[src/rtl/path_decoder_2way_buffered.sv]
// Buffered forward/eject decode stage: FIFO-queued packets, signed dy decode at the head,
// forward on port a with dy+ADD or eject on port b with dy stripped.
// Optional statistics counters cnt_a/cnt_b enabled by defining PATH_DECODER_STATS_EN.
module path_decoder_2way_buffered #(
  parameter int DATA_WIDTH  = 23,
  parameter int DY_MSB      = 20,
  parameter int DY_LSB      = 12,
  parameter int ADD         = 1,
  parameter int FIFO_DEPTH  = 4,
  parameter int STATS_WIDTH = 16
) (
  input  logic                                  clk,
  input  logic                                  rst,
  input  logic [DATA_WIDTH-1:0]                 din,
  input  logic                                  wen,
  output logic                                  full,
  output logic                                  overflow,
  output logic [DATA_WIDTH-1:0]                 dout_a,
  output logic                                  wen_a,
  input  logic                                  full_a,
  output logic [DATA_WIDTH-(DY_MSB-DY_LSB+1)-1:0] dout_b,
  output logic                                  wen_b,
  input  logic                                  full_b
`ifdef PATH_DECODER_STATS_EN
  ,
  output logic [STATS_WIDTH-1:0]                cnt_a,
  output logic [STATS_WIDTH-1:0]                cnt_b
`endif
);
  localparam int DY_W = DY_MSB - DY_LSB + 1;
  localparam int BW   = DATA_WIDTH - DY_W;
  localparam int PW   = $clog2(FIFO_DEPTH);
  localparam int CW   = PW + 1;
  localparam logic [DY_W-1:0] ADD_W   = DY_W'(ADD);
  localparam logic [CW-1:0]   DEPTH_C = CW'(FIFO_DEPTH);

  logic [DATA_WIDTH-1:0] mem_q [FIFO_DEPTH];
  logic [DATA_WIDTH-1:0] mem_d [FIFO_DEPTH];
  logic [PW-1:0]         wr_ptr_q, wr_ptr_d, rd_ptr_q, rd_ptr_d;
  logic [CW-1:0]         count_q, count_d;
  logic                  full_q, full_d, overflow_q, overflow_d;
  logic                  wen_a_q, wen_a_d, wen_b_q, wen_b_d;
  logic [DATA_WIDTH-1:0] dout_a_q, dout_a_d;
  logic [BW-1:0]         dout_b_q, dout_b_d;

  logic [DATA_WIDTH-1:0] head, fwd;
  logic [DY_W-1:0]       dy;
  logic                  to_b, push, pop;

  always_comb begin
    head = mem_q[rd_ptr_q];
    dy   = head[DY_MSB:DY_LSB];
    to_b = (dy == '0);
    push = wen & ~full_q;
    // Head-of-line: only the head's own target gates the pop, never the other port.
    pop  = (count_q != '0) & (to_b ? ~full_b : ~full_a);

    fwd                = head;
    fwd[DY_MSB:DY_LSB] = dy + ADD_W;

    mem_d = mem_q;
    if (push) mem_d[wr_ptr_q] = din;
    wr_ptr_d   = push ? wr_ptr_q + PW'(1) : wr_ptr_q;
    rd_ptr_d   = pop  ? rd_ptr_q + PW'(1) : rd_ptr_q;
    count_d    = count_q + CW'(push) - CW'(pop);
    full_d     = (count_d == DEPTH_C);
    overflow_d = overflow_q | (wen & full_q);

    wen_a_d  = pop & ~to_b;
    wen_b_d  = pop & to_b;
    dout_a_d = (pop & ~to_b) ? fwd : dout_a_q;
    dout_b_d = (pop & to_b) ? {head[DATA_WIDTH-1:DY_MSB+1], head[DY_LSB-1:0]} : dout_b_q;
  end

  always_ff @(posedge clk or posedge rst) begin
    if (rst) begin
      for (int i = 0; i < FIFO_DEPTH; i++) mem_q[i] <= '0;
      wr_ptr_q   <= '0;
      rd_ptr_q   <= '0;
      count_q    <= '0;
      full_q     <= 1'b0;
      overflow_q <= 1'b0;
      wen_a_q    <= 1'b0;
      wen_b_q    <= 1'b0;
      dout_a_q   <= '0;
      dout_b_q   <= '0;
    end else begin
      mem_q      <= mem_d;
      wr_ptr_q   <= wr_ptr_d;
      rd_ptr_q   <= rd_ptr_d;
      count_q    <= count_d;
      full_q     <= full_d;
      overflow_q <= overflow_d;
      wen_a_q    <= wen_a_d;
      wen_b_q    <= wen_b_d;
      dout_a_q   <= dout_a_d;
      dout_b_q   <= dout_b_d;
    end
  end

  assign full     = full_q;
  assign overflow = overflow_q;
  assign wen_a    = wen_a_q;
  assign wen_b    = wen_b_q;
  assign dout_a   = dout_a_q;
  assign dout_b   = dout_b_q;

`ifdef PATH_DECODER_STATS_EN
  logic [STATS_WIDTH-1:0] cnt_a_q, cnt_a_d, cnt_b_q, cnt_b_d;

  always_comb begin
    cnt_a_d = cnt_a_q + STATS_WIDTH'(pop & ~to_b);
    cnt_b_d = cnt_b_q + STATS_WIDTH'(pop & to_b);
  end

  always_ff @(posedge clk or posedge rst) begin
    if (rst) begin
      cnt_a_q <= '0;
      cnt_b_q <= '0;
    end else begin
      cnt_a_q <= cnt_a_d;
      cnt_b_q <= cnt_b_d;
    end
  end

  assign cnt_a = cnt_a_q;
  assign cnt_b = cnt_b_q;
`endif

endmodule

[config.mk]
export PLATFORM = sky130hd
export DESIGN_NAME = path_decoder_2way_buffered
export DESIGN_NICKNAME = d
export VERILOG_FILES = /design/src/rtl/path_decoder_2way_buffered.sv
export SDC_FILE = /design/constraint.sdc
export NUM_CORES = 1
export LEC_CHECK = 0
export CORE_MARGIN = 3
export CORE_UTILIZATION = 60
export CTS_CLUSTER_SIZE = 30
export DETAILED_ROUTE_END_ITERATION = 10
export PLACE_DENSITY_LB_ADDON = 0.1
export REMOVE_ABC_BUFFERS = 1
export SLEW_MARGIN = 20
export SYNTH_ARGS = -nofsm -noshare
export SYNTH_HDL_FRONTEND = slang
export SYNTH_SLANG_ARGS = --single-unit
[constraint.sdc]
create_clock -name clk -period 10.3 [get_ports clk]
set_input_delay 2.06 -clock clk [delete_from_list [all_inputs] [get_ports clk]]
set_output_delay 2.06 -clock clk [all_outputs]
set_load 0.01 [all_outputs]
==> metrics.md, run 1 <==
| Metric | Value |
|---|---|
| Outcome | `finished, final reports clean` |
| Die Height | `106 microns` |
| PortBufs | `between 60 and 70` |
| First-pass GRT wire length | `between 15 and 20 mm` |
| Routability cong. | `around 0.73` |
| DR top layer | `met4` |
| M1 WL | `roughly 4.9 mm` |
| Post-Synthesis Cells | `380` |
| Crit path DAT | `between 4 and 5 ns` |
| Metal3 WL | `approximately 530 microns` |
| Delay-heaviest family, CP | `simple AND/OR/NAND/NOR gates` |
| Post-route ant nets | `0` |
| Worst setup SP type | `input pin` |
| Slew @ Worst Pin | `0.846 ns` |
| Worst path required time | `between 10 and 15 ns` |
| Flop2flop setup slack | `5.78 ns` |
| Max incr delay on CP | `approximately 0.49 ns` |
| Critical register-to-register path endpoint | `full` |
| Metal2 WL | `roughly 5.9 mm` |
| Period utilisation layout | `about 44%` |
| Post-Syn Area | `~6000 sq um` |
| Clk Latency, worst-skew pair | `between 0.5 and 0.6 ns` |
| Area growth syn-to-layout | `22.4%` |
| Hold Path Depth | `1` |
| 1st-iter DRT viols | `140` |
| Pwr Density | `roughly 340 nW/um^2` |
| Clk buf depth | `2` |
| Peak VDD IR | `roughly 0.19 mV` |
| Worst Setup SP | `full_b` |
| Crit-path max FO | `16` |
| Share of cells above drive strength 1 | `33.6%` |
| GR Overflow Total | `0` |
| Levels on crit path | `11` |
| Number of detailed-route iterations in the first pass | `4` |
| Yosys top cell by area | `dfrtp_1` |
| H-tree Lvls | `4` |
| GRT Total Usage | `between 20% and 30%` |
| Crit end category | `flip-flop` |
| Largest net degree at the start of global routing | `88` |
| Reg-to-Reg Start | `rd_ptr_q[0]` |
| Vias in the first global route | `~3700` |
| Skew final | `approximately 0.0060 ns` |
| Via density | `5.65` |
| Max Freq | `221 MHz` |
| Netlist cell types | `29` |
| Core area | `roughly 9500 sq um` |
| Ranking of synthesized cells by area | `dfrtp_1, mux2_2, mux4_2` |
| RSZ-0062 raised after global routing | `false` |
| Dpl hpwl | `just under 7 mm` |
| DIE WIDTH | `between 100 and 150 microns` |
| PostCTS Resize Cnt | `0` |
| Critical path endpoint | `full` |
| CTS Root Cell | `clkbuf_8` |
| Crit path buffers/inverters | `2` |
| Total of max-cap violations | `0` |
| Footprint of the multi-input gates | `~2400 sq um` |
| Post-CTS Hold Fix Bufs | `0` |
| Drt wl/cell | `~19 microns` |
| Total number of vias | `3370` |
| Final Max Slew Viols | `0` |
| Final hold vios | `0` |
| Slowest CP cell | `nand3_2` |
| Ports | `between 60 and 70` |
| Number of post-CTS setup repair buffers | `0` |
| Worst Setup Path Type | `in2reg` |
| Initial Utilization | `around 63%` |
| Final setup viols | `0` |
| Final net count | `491` |
| Initial antenna violation count | `0` |
| Clk pin slew, worst setup/hold paths | `around 0.06 ns` |
| DR DRC count | `0` |
| Final wirelength | `between 10 and 15 mm` |
| Seq/Total Area, Yosys | `roughly three fifths` |
| Synth top area share | `58.4%` |
| Ant diodes | `0` |
| Die area | `roughly 11000 sq um` |
| Worst Hold Class | `reg2reg` |
| Yosys Warn Count | `0` |
| Fin Hold WS | `around 0.46 ns` |
| Register-to-Register Path Depth | `11` |
| Reg area | `around 3500 sq um` |
| Total of fill cells in the finished design | `approximately 560` |
| CTS tree | `yes` |
| Setup TNS | `0 ns` |
| #FFs+latches synth | `140` |
| Worst slew margin | `approximately 44%` |
| CTS Sinks | `140` |
| Leak | `around 3.2 nW` |
| Row cnt | `35` |
| Min Tclk post-route | `around 4.5 ns` |
| Cts bufs inserted | `17` |
| Avg Synthesized Cell Area | `roughly 16 sq um` |
| Critical-path cell list | `clkdlybuf4s50_1 > nor4b_1 > nand3_2 > nand2_1 > ha_1 > inv_1 > ha_1 > fa_1 > xnor2_1 > xnor2_1 > nor3b_1` |
## cell usage in the layout, fill, tap and decap left out, types with 2 or more instances in the layout
cell and n:
nor3_1 4, xor2_1 4, clkbuf_8 2, clkinv_2 6, xnor2_1 8, dfrtp_1 139, nor2b_1 2, clkinv_4 2
mux2_1 29, o21ai_1 8, clkbuf_1 2, clkinvlp_4 2, nand3_1 3, bufinv_16 2, clkbuf_16 16, mux4_2 23
mux2_2 92, nor2_1 3, inv_1 8, buf_4 5, clkdlybuf4s50_1 68, nand2_1 18, ha_1 8
## worst min path at each step
stage                          from   endpoint  slack (ns)
after floorplan           mem_q[23]  mem_q[23]        0.47
after global placement     overflow   overflow        0.44
after detailed placement   overflow   overflow        0.44
after CTS                  overflow   overflow        0.46
after global routing       overflow   overflow        0.49
final                      overflow   overflow        0.46
## sequential cells by signal, indices dropped and copies added (netlist names), 2 cells and up
name,cells
count_q,3
wr_ptr_q,2
rd_ptr_q,2
dout_b,14
dout_a,23
mem_q,92
## area by class of cell
type | count | share of cell area (%)
tap | 129 | 2.20
timing repair buffer | 74 | 9.93
clock buffer | 20 | 5.93
clock inverter | 12 | 1.67
sequential | 140 | 47.7
inverter | 10 | 0.579
multi-input combinational | 211 | 32.0
## metal layers
metal  vias up  track usage (%)
met5         -                0
met4         0             6.57
met3        10             5.59
met2        74             37.6
met1      1774             29.8
li1       1512                -
## report_power, final
part / internal (mW) / switching (mW) / total (mW)
Clock: 0.348 / 0.222 / 0.570
Sequential: 0.816 / 0.174 / 0.990
Combinational: 0.549 / 0.365 / 0.914
Total: 1.71 / 0.760 / 2.47
## synth_stat cells (all sizes together)
| master | instances |
|---|---|
| o21ai | 9 |
| a311o | 1 |
| xnor2 | 8 |
| a21boi | 1 |
| buf | 17 |
| nor3b | 1 |
| nor4b | 1 |
| xor2 | 4 |
| inv | 10 |
| nand2 | 18 |
| nor4 | 1 |
| nor2 | 3 |
| fa | 1 |
| dfrtp | 140 |
| clkbuf | 2 |
| nand3 | 4 |
| nor2b | 2 |
| a21o | 1 |
| mux2 | 121 |
| nor3 | 4 |
| ha | 8 |
| mux4 | 23 |
## stage by stage
stage | setup slack (ns) | cell area (sq um) | util (%) | total power [mW] | instances
after floorplan | 4.49 | 5890 | - | 1.60 | 361
after CTS | 5.69 | 7340 | 77.6 | 2.50 | 596
after global placement | 5.35 | 6790 | 71.7 | 1.87 | 564
final | 5.77 | 7350 | 77.7 | 2.47 | 596
after detailed placement | 5.23 | 6790 | 71.7 | 1.91 | 564
after global routing | 5.35 | 7350 | 77.7 | 2.63 | 596
## worst reg2reg max path: stages (launching register included)
cell	delay, ns
dfrtp_2	0.92
mux4_2	0.68
nor4_4	0.37
a311o_2	0.77
nand2_1	0.20
ha_1	0.33
inv_1	0.04
ha_1	0.19
fa_1	0.38
xnor2_1	0.21
xnor2_1	0.16
nor3b_1	0.19
## logic make-up after synthesis
group	count (synthesis)	synth area share [%]
xor gates and xnor gates	12	1.75
buffers and inverters	29	2.48
DFF	140	58.4
muxes	144	31.3
and+or+nand+nor	34	2.90
adders and majority gates	9	2.00
AOI/OAI and AO/OA	12	1.17
Power figures use the tool's default switching activity.
==> run 2, diff against run 1 <==
Settings changed: CORE_UTILIZATION 60 to 56.
Clock period 10.3 ns to 4.4 ns, I/O delays scaled along.
==> run 2 against run 1 <==
Compared with the run above:
- sequential share of layout area is 0.36 points lower
- highest routed layer unchanged
- critical endpoint unchanged
- register-to-register slack worse by 5.1 ns
- critical path type is now reg2reg
- clock skew is 0.0019 ns higher
- first-iteration DRC count is 11% higher
- via count is 0.33% lower
- largest cell class unchanged
- critical path depth is 3 higher
==> metrics.md, run 2 (same netlist as run 1, synthesis figures left out) <==
| Metric | Value |
|---|---|
| Delay-heaviest family, CP | `adder cells (was simple AND/OR/NAND/NOR gates)` |
| PortBufs | `68 (unchanged)` |
| Most frequent cells in the layout | `dfrtp_1, mux2_2, clkdlybuf4s50_1 (unchanged)` |
| Worst slew margin | `37.4% (was 43.6%)` |
| Post-CTS Hold Fix Bufs | `0 (unchanged)` |
| First-pass GRT wire length | `18.7 mm (was 19.5 mm)` |
| Max incr delay on CP | `0.67 ns (was 0.49 ns)` |
| Die area | `12000 sq um (was 11200 sq um)` |
| Vias in the first global route | `3682 (was 3715)` |
| Leak | `3.19 nW (was 3.17 nW)` |
| CTS Sinks | `140 (unchanged)` |
| Worst path required time | `4.83 ns (was 10.73 ns)` |
| Row cnt | `37 (was 35)` |
| Final setup viols | `0 (unchanged)` |
| Largest register FFs | `92 (unchanged)` |
| Metal3 WL | `473 microns (was 525 microns)` |
| Commonest non-fill, non-tap cell in the layout | `dfrtp_1 (unchanged)` |
| Slowest CP cell | `dfrtp_2 (was nand3_2)` |
| Die Height | `110 microns (was 106 microns)` |
| Largest net degree at the start of global routing | `110 (was 88)` |
| Ports | `69 (unchanged)` |
| Final non-filler cell area | `7400 sq um (was 7350 sq um)` |
| Setup TNS | `0 ns (unchanged)` |
| Post-layout worst setup margin | `0.654 ns (was 5.77 ns)` |
| Place WS | `0.637 ns (was 5.23 ns)` |
| DR top layer | `met4 (unchanged)` |
| Crit-path max FO | `16 (unchanged)` |
| Worst Setup Path Type | `reg2reg (was in2reg)` |
| Routability cong. | `0.776 (was 0.729)` |
| Clk Latency, worst-skew pair | `0.52 ns (about the same)` |
| Dpl hpwl | `7.21 mm (was 6.95 mm)` |
| DIE WIDTH | `110 microns (was 106 microns)` |
| Total of max-cap violations | `0 (unchanged)` |
| Period utilisation layout | `between 80% and 90%` |
| Final Max Slew Viols | `0 (unchanged)` |
| CTS tree | `yes (unchanged)` |
| Worst setup SP type | `flip-flop (was input pin)` |
| Initial Utilization | `57.9% (was 63.5%)` |
| Post-route ant nets | `0 (unchanged)` |
| 1st-iter DRT viols | `156 (was 140)` |
| Total number of vias | `3359 (was 3370)` |
| Number of detailed-route iterations in the first pass | `4 (unchanged)` |
| M1 WL | `5.02 mm (was 4.90 mm)` |
| Skew final | `0.00797 ns (was 0.00602 ns)` |
| Ant diodes | `0 (unchanged)` |
| Fin util | `71.4% (was 77.7%)` |
| DR DRC count | `0 (unchanged)` |
| Core area | `10400 sq um (was 9460 sq um)` |
| Slew @ Worst Pin | `0.938 ns (was 0.846 ns)` |
| Non-filler cells, final | `607 (was 596)` |
| Final wirelength | `11.3 mm (was 11.4 mm)` |
| PostCTS Resize Cnt | `0 (unchanged)` |
| Outcome | `finished, final reports clean (unchanged)` |
| Clk buf depth | `2 (unchanged)` |
| Post-DP Area | `6840 sq um (was 6790 sq um)` |
| Drt wl/cell | `18.6 microns (was 19.1 microns)` |
| Max Freq | `267 MHz` |
| Number of post-CTS setup repair buffers | `0 (unchanged)` |
| Most used cell, CP | `ha_1` |
| Register-to-Register Path Depth | `14 (was 11)` |
| Crit path buffers/inverters | `3 (was 2)` |
| Clk pin slew, worst setup/hold paths | `0.06 ns (about the same)` |
| Final net count | `495 (was 491)` |
| Final hold vios | `0 (unchanged)` |
| Via density | `5.53 (was 5.65)` |
| CTS Root Cell | `clkbuf_8 (unchanged)` |
| RSZ-0062 raised after global routing | `false (unchanged)` |
| Area growth syn-to-layout | `23.3% (was 22.4%)` |
| Cts bufs inserted | `17 (unchanged)` |
| H-tree Lvls | `4 (unchanged)` |
| Min Tclk post-route | `approximately 3.7 ns` |
| Share of cells above drive strength 1 | `34.4% (was 33.6%)` |
| Power Total | `5.82 mW (was 2.47 mW)` |
| GR Overflow Total | `0 (unchanged)` |
| Worst Hold Class | `reg2reg (unchanged)` |
| Fin Hold WS | `0.487 ns (was 0.455 ns)` |
| Levels on crit path | `14 (was 11)` |
| Initial antenna violation count | `0 (unchanged)` |
| Peak VDD IR | `0.332 mV (was 0.189 mV)` |
| Pwr Density | `786 nW/um^2 (was 337 nW/um^2)` |
| Total of fill cells in the finished design | `702 (was 564)` |
| Placed instance count | `575 (was 564)` |
| Critical-path cell list | `mux4_2 > inv_1 > ha_1 > nor4b_1 > nand3_2 > buf_4 > nand2_1 > ha_1 > inv_1 > ha_1 > fa_1 > xnor2_1 > xnor2_1 > nor3b_1 (was clkdlybuf4s50_1 > nor4b_1 > nand3_2 > nand2_1 > ha_1 > inv_1 > ha_1 > fa_1 > xnor2_1 > xnor2_1 > nor3b_1)` |
| Biggest register | `mem_q (unchanged)` |
| Metal2 WL | `5.66 mm (was 5.88 mm)` |
| GRT Total Usage | `21.1% (was 22.6%)` |
| Hold Path Depth | `1 (unchanged)` |
| Crit end category | `flip-flop (unchanged)` |
| Crit path DAT | `4.18 ns (was 4.96 ns)` |
[run 2: cell count changes in the layout (fill, tap and decap cells not counted)]
cell / delta
buf_4: +4
buf_12: +1
clkbuf_1: -1
clkinvlp_4: +1
clkinv_4: -1
clkbuf_8: +1
buf_6: -1
[run 2: metal layers]
| layer | up-vias | global-route usage (%) |
|---|---|---|
| li1 | 1518 | - |
| met1 | 1765 | 27.9 |
| met2 | 64 | 33.5 |
| met3 | 12 | 5.93 |
| met4 | 0 | 8.01 |
| met5 | - | 0 |
[run 2: final timing paths]
path                                  start           to  slack (ns)
worst max-delay path            rd_ptr_q[0]         full        0.65
worst min-delay path              dout_a[5]    dout_a[5]        0.49
worst max register to register  rd_ptr_q[0]         full        0.65
worst min register to register    dout_a[5]    dout_a[5]        0.49
max in group asynchronous               rst    mem_q[67]        2.73
min in group asynchronous               rst  wr_ptr_q[1]        0.98
[run 2: final cells by class]
type / count / area, sq um / share of cell area [%]
flip-flops and latches: 140 / 3500 / 47.3
multi-input cells: 211 / 2350 / 31.8
repair buffers: 78 / 768 / 10.4
clock buffers: 20 / 445 / 6.02
well taps: 136 / 170 / 2.30
clock inverters: 12 / 121 / 1.64
inverters: 10 / 42.5 / 0.575
[run 2: power breakdown]
part           switching, mW  internal (mW)  leakage, nW  total, mW
sequential             0.342           1.91         1.69       2.25
clock                  0.521          0.830        0.276       1.35
combinational          0.919           1.30         1.23       2.22
total                   1.78           4.04         3.19       5.82
